File: config.mk
export PLATFORM = sky130hd
export DESIGN_NAME = flash_tx_controller
export DESIGN_NICKNAME = d
export VERILOG_FILES = /design/src/rtl/flash_pkg.sv /design/src/rtl/flash_word_counter.sv /design/src/rtl/flash_tx_controller.sv
export SDC_FILE = /design/constraint.sdc
export NUM_CORES = 1
export LEC_CHECK = 0
export BUFFER_PORTS_ARGS = -buffer_cell sky130_fd_sc_hd__buf_2
export CAP_MARGIN = 25
export CORE_MARGIN = 1.5
export CORE_UTILIZATION = 44
export CTS_CLUSTER_DIAMETER = 120
export DETAILED_ROUTE_END_ITERATION = 10
export GPL_ROUTABILITY_DRIVEN = 0
export HOLD_SLACK_MARGIN = 0.15
export PLACE_DENSITY = 0.75
export SLEW_MARGIN = 20
export SYNTH_ARGS = -nofsm -noshare
export SYNTH_HDL_FRONTEND = slang
export SYNTH_SLANG_ARGS = --single-unit
File: constraint.sdc
create_clock -name clock -period 1.3 [get_ports clock]
set_input_delay 0.195 -clock clock [delete_from_list [all_inputs] [get_ports clock]]
set_output_delay 0.195 -clock clock [all_outputs]
set_load 0.02 [all_outputs]
File: src/rtl/flash_pkg.sv
// Shared definitions for the flash transmit and receive controllers.
package flash_pkg;

  localparam int DEFAULT_DATA_W = 8;
  localparam int DEFAULT_ADDR_W = 4;

  // A programmed block length of zero selects a full 2^ADDR_W-word block.
  localparam int FULL_BLOCK_LEN = 0;

  typedef enum logic [2:0] {
    ST_IDLE = 3'd0,
    ST_ARM  = 3'd1,
    ST_READ = 3'd2,
    ST_LOAD = 3'd3,
    ST_SEND = 3'd4,
    ST_NEXT = 3'd5,
    ST_IRQ  = 3'd6
  } flash_state_e;

endpackage

File: src/rtl/flash_word_counter.sv
// Word counter for a flash block transfer: clear, count-enable and a
// last-word flag compared against the latched block length.
module flash_word_counter
  import flash_pkg::*;
#(
  parameter int ADDR_W = DEFAULT_ADDR_W
) (
  input  logic              clock,
  input  logic              reset,
  input  logic              clear,
  input  logic              enable,
  input  logic [ADDR_W-1:0] len,
  output logic [ADDR_W-1:0] count,
  output logic              last
);

  localparam logic [ADDR_W-1:0] FULL_LEN = ADDR_W'(FULL_BLOCK_LEN);

  always_ff @(posedge clock) begin
    if (!reset) begin
      count <= '0;
    end else if (clear) begin
      count <= '0;
    end else if (enable) begin
      count <= count + ADDR_W'(1);
    end
  end

  // Modulo arithmetic makes len-1 the all-ones index for the full block.
  assign last = (len == FULL_LEN) ? (count == '1) : (count == len - ADDR_W'(1));

endmodule

File: src/rtl/flash_tx_controller.sv
// Block transmit controller: buffer RAM -> flash interface, one word per
// handshake, irq on completion. FLASH_TX_PARITY_EN adds the tx_parity output.
module flash_tx_controller
  import flash_pkg::*;
#(
  parameter int DATA_W = DEFAULT_DATA_W,
  parameter int ADDR_W = DEFAULT_ADDR_W
) (
  input  logic              clock,
  input  logic              reset,
  input  logic              start,
  input  logic [ADDR_W-1:0] length,
  output logic              mem_rd,
  output logic [ADDR_W-1:0] mem_addr,
  input  logic [DATA_W-1:0] mem_rdata,
  output logic [DATA_W-1:0] tx_data,
  output logic              tx_valid,
  input  logic              tx_ready,
  output logic              busy,
  output logic              irq,
  input  logic              irq_ack,
`ifdef FLASH_TX_PARITY_EN
  output logic              tx_parity,
`endif
  output logic [2:0]        state_dbg
);

  flash_state_e      state, state_next;
  logic [ADDR_W-1:0] len_reg;
  logic [ADDR_W-1:0] count;
  logic              cnt_clear, cnt_enable, cnt_last;

  flash_word_counter #(.ADDR_W(ADDR_W)) u_counter (
    .clock  (clock),
    .reset  (reset),
    .clear  (cnt_clear),
    .enable (cnt_enable),
    .len    (len_reg),
    .count  (count),
    .last   (cnt_last)
  );

  always_ff @(posedge clock) begin
    if (!reset) begin
      state   <= ST_IDLE;
      len_reg <= '0;
      tx_data <= '0;
    end else begin
      state <= state_next;
      if (state == ST_IDLE && start) len_reg <= length;
      if (state == ST_LOAD) tx_data <= mem_rdata;
    end
  end

`ifdef FLASH_TX_PARITY_EN
  always_ff @(posedge clock) begin
    if (!reset) begin
      tx_parity <= 1'b0;
    end else if (state == ST_LOAD) begin
      tx_parity <= ^mem_rdata;
    end
  end
`endif

  // Handshake: tx_valid is high only in SEND, where tx_data is held stable;
  // a word transfers on a rising edge with tx_valid && tx_ready both high.
  always_comb begin
    state_next = state;
    cnt_clear  = 1'b0;
    cnt_enable = 1'b0;
    case (state)
      ST_IDLE: begin
        if (start) begin
          cnt_clear  = 1'b1;
          state_next = ST_ARM;
        end
      end
      ST_ARM: begin
        cnt_clear = 1'b1;
        if (!start) state_next = ST_READ;
      end
      ST_READ: state_next = ST_LOAD;
      ST_LOAD: state_next = ST_SEND;
      ST_SEND: begin
        if (tx_ready) state_next = ST_NEXT;
      end
      ST_NEXT: begin
        cnt_enable = 1'b1;
        state_next = cnt_last ? ST_IRQ : ST_READ;
      end
      ST_IRQ: begin
        if (irq_ack) state_next = ST_IDLE;
      end
      default: state_next = ST_IDLE;
    endcase
  end

  assign mem_rd    = (state == ST_READ);
  assign mem_addr  = mem_rd ? count : '0;
  assign tx_valid  = (state == ST_SEND);
  assign busy      = (state != ST_IDLE);
  assign irq       = (state == ST_IRQ);
  assign state_dbg = state;

endmodule

==> results.py <==
metrics = {
    "global_route": {
        "overflow": 0,
        "grt_pass1_wl_um": 3620,
        "initial_antenna_violation_count": 0,
        "grt.total_usage": 0.185,
        "pin_count_of_the_biggest_net_entering_global_routing": 17,
        "vias_in_the_first_global_route": 877,
    },
    "sta": {
        "maxSlewViolCount": 0,
        "max_slew.worst_pin.slew_ps": 231,
        "postLayoutSetupSlackWorst_ps": -100,
        "fin_crit_ps": 1400,
        "hold_viol_final": 0,
        "fmax_mhz": 714,
        "finClkSkew_ps": 1.12,
        "setup_viol": 9,
        "period_share": 1.08,
        "relSlewSlack": 0.846,
        "grt_setup_unrepaired": "yes",
    },
    "cts": {
        "cts_tree": "yes",
        "cts.sinks": 19,
        "cts.root.buffer_cell": "sky130_fd_sc_hd__clkbuf_4",
        "clock_slew_at_the_register_clock_pins_of_the_worst_setup_and_hold_paths_ps": 110,
        "clock_latency_ps": 300,
        "htree_levels": 1,
        "cts_buffer_depth": 2,
        "tritoncts.num_buffers": 3,
    },
    "worst_setup_path": {
        "required_ps": 1110,
        "crit_path_end_kind": "primary output",
        "crit_arrival_ps": 1210,
        "timing.setup.critical_path_class": "flop to primary output",
        "worst_setup_path_start_kind": "flop",
        "timing.critical_path.slowest_cell_delay_ps": 390,
        "timing.critical_path.fanout_max": 5,
        "crit_family": "flip-flops",
        "critPathSlowestCell": "sky130_fd_sc_hd__dfxtp_4",
        "crit_path_cell_trace": "or3_4 > buf_6",
        "worst-path-buf-inv": 1,
    },
    "synth": {
        "ys_dominant_reg_cell": "sky130_fd_sc_hd__dfxtp_1",
        "syn-instance-count": 111,
        "synth.yosys.seq_area_share": 0.368,
        "ys.warnings.count": 0,
        "yosysUniqueCellTypes": 35,
        "synth-edff-count": 0,
        "postSynthNetCount": 131,
        "synth_seq_cells": 19,
        "post_synth_instance_area_um2": 1030,
        "postSynth.asyncResetShare": 0,
        "synth_area_per_inst_um2": 9.30,
    },
    "place": {
        "detailedPlace.worstSlack_ps": -17.3,
        "placedInstanceArea_um2": 1270,
        "post-dp-hpwl_um": 1610,
        "post-place-cells": 174,
        "portBuffers": 35,
    },
    "routing": {
        "drc": 0,
        "final_ant_viol_nets": 0,
        "drt_wl_total_um": 2520,
        "initialDrtViolationCount": 9,
        "avgViaCountPerCell": 5.13,
        "avgRoutedWirePerCell_um": 13.3,
        "vias": 974,
        "drt_first_pass_iters": 4,
    },
    "power_and_ir_drop": {
        "leakage_nw": 0.733,
        "ir_drop_mv": 0.637,
        "power_density_nw_per_um2": 1010,
        "finalPower_mw": 1.54,
    },
    "floorplan": {
        "design.core.area_um2": 2210,
        "fp.dieW_um": 51.4,
        "row_count": 17,
        "floorplan.die_area_um2": 2650,
        "initial_core_util": 0.467,
        "num_io_pins": 36,
        "die_h_um": 51.4,
    },
    "final_layout": {
        "insertedDiodeCount": 0,
        "fin_cells": 190,
        "final_core_util": 0.690,
        "nFillCells": 172,
        "post_route_cells_drive_above_1_share": 0.451,
        "largest_reg_flops": 8,
        "final_std_cell_area_no_fill_um2": 1530,
        "area_growth_synth_to_finish_pct": 47.9,
        "finalNetCount": 183,
    },
    "status": {
        "failing_checks": "setup timing",
        "status": "finished with violations",
    },
    "job": {
        "max_cap_viol_count": 0,
    },
    "worst_hold_path": {
        "holdCritPathClass": "input port to flop",
    },
}
[cell type report]
cell class / count / area [um^2] / area share
Sequential cell: 19 / 394 / 0.258
Clock buffer: 3 / 22.5 / 0.0148
Clock inverter: 1 / 5.00 / 0.00328
Timing Repair Buffer: 54 / 404 / 0.265
Multi-Input combinational cell: 83 / 656 / 0.430
Tap cell: 28 / 35.0 / 0.0230
Inverter: 2 / 10.0 / 0.00656
[metrics by stage]
stage,TNS [ps],hold slack [ps]
CTS,-441,150
detailed placement,-17.3,453
floorplan,0,323
global placement,0,441
finish,-615,153
global route,-1250,153
[routing by layer]
layer	global-route usage	wire [um]	vias up
li1	-	-	481
met1	0.192	1020	464
met2	0.338	1360	23
met3	0.0380	83	6
met4	0.110	54	0
met5	0	0	-
[path summary, 6_finish.rpt]
| check | from | endpoint | slack (ps) | depth (start not counted) |
|---|---|---|---|---|
| setup / recovery | state_dbg[2] | busy | -100 | 2 |
| hold / removal | length[2] | len_reg[2] | 150 | 3 |
| setup reg to reg | len_reg[0] | state_dbg[2] | -40 | 6 |
| hold reg to reg | tx_data[5] | tx_data[5] | 530 | 2 |
[layout by cell type (no fill, tap or decap), types with 2 or more instances in the layout]
cell	instances
sky130_fd_sc_hd__buf_2	27
sky130_fd_sc_hd__dfxtp_1	14
sky130_fd_sc_hd__nor2b_1	13
sky130_fd_sc_hd__mux2i_1	11
sky130_fd_sc_hd__buf_6	11
sky130_fd_sc_hd__nor2_1	10
sky130_fd_sc_hd__buf_4	10
sky130_fd_sc_hd__xor2_1	5
sky130_fd_sc_hd__dlygate4sd3_1	5
sky130_fd_sc_hd__nand2_1	4
sky130_fd_sc_hd__and3_4	3
sky130_fd_sc_hd__nand3b_1	3
sky130_fd_sc_hd__a21oi_1	3
sky130_fd_sc_hd__xnor2_1	3
sky130_fd_sc_hd__nand4_1	3
sky130_fd_sc_hd__clkbuf_4	3
sky130_fd_sc_hd__dfxtp_4	3
sky130_fd_sc_hd__o31ai_1	2
sky130_fd_sc_hd__o21ai_0	2
sky130_fd_sc_hd__ha_1	2
sky130_fd_sc_hd__dfxtp_2	2
[worst min-delay path: stages]
cell,delay [ps]
sky130_fd_sc_hd__buf_2,80
sky130_fd_sc_hd__mux2i_1,60
sky130_fd_sc_hd__nor2b_1,90
[cell usage after synthesis, drive strengths merged, types with 2 or more instances]
| cell type | number | area share |
|---|---|---|
| buf | 5 | 0.035 |
| xnor2 | 3 | 0.025 |
| nand4 | 3 | 0.018 |
| nand3b | 3 | 0.022 |
| nor2b | 13 | 0.079 |
| o31a | 2 | 0.018 |
| dfxtp | 19 | 0.37 |
| clkbuf | 2 | 0.0073 |
| xor2 | 5 | 0.042 |
| mux2i | 11 | 0.11 |
| and3 | 4 | 0.024 |
| inv | 2 | 0.0073 |
| and2 | 2 | 0.013 |
| o31ai | 2 | 0.015 |
| a21oi | 4 | 0.023 |
| and3b | 2 | 0.018 |
| nor2 | 11 | 0.040 |
| o21ai | 3 | 0.015 |
| nand2 | 4 | 0.015 |
| ha | 3 | 0.036 |
[report_power, final]
group	total, mW	switching [mW]	leakage [nW]	internal (mW)
Combinational	0.563	0.265	0.559	0.298
Sequential	0.663	0.0439	0.157	0.619
Clock	0.310	0.195	0.0177	0.115
Total	1.54	0.504	0.733	1.03
[cell families (layout without fill, tap and decap cells)]
| family | after synthesis | in the layout | share of synthesized area |
|---|---|---|---|
| multiplexers | 11 | 11 | 0.107 |
| buffers and inverters | 9 | 60 | 0.0497 |
| AND/OR/NAND/NOR | 47 | 47 | 0.279 |
| XOR/XNOR | 8 | 8 | 0.0679 |
| flip-flops | 19 | 19 | 0.368 |
| AO/OA/AOI/OAI | 14 | 14 | 0.0921 |
| adder cells (fa/ha/maj) | 3 | 3 | 0.0364 |
[timing repair]
item / 4_1_cts / 5_1_grt
resized for setup: 22 / 15
gates cloned: 0 / 0
setup buffers: 4 / 3
pin swaps: 3 / 9
hold buffers: 5 / 0
setup endpoints to repair: 9 / 14
endpoints found under the hold margin: 5 / 0
No activity file was read; power rests on OpenSTA's default activity.
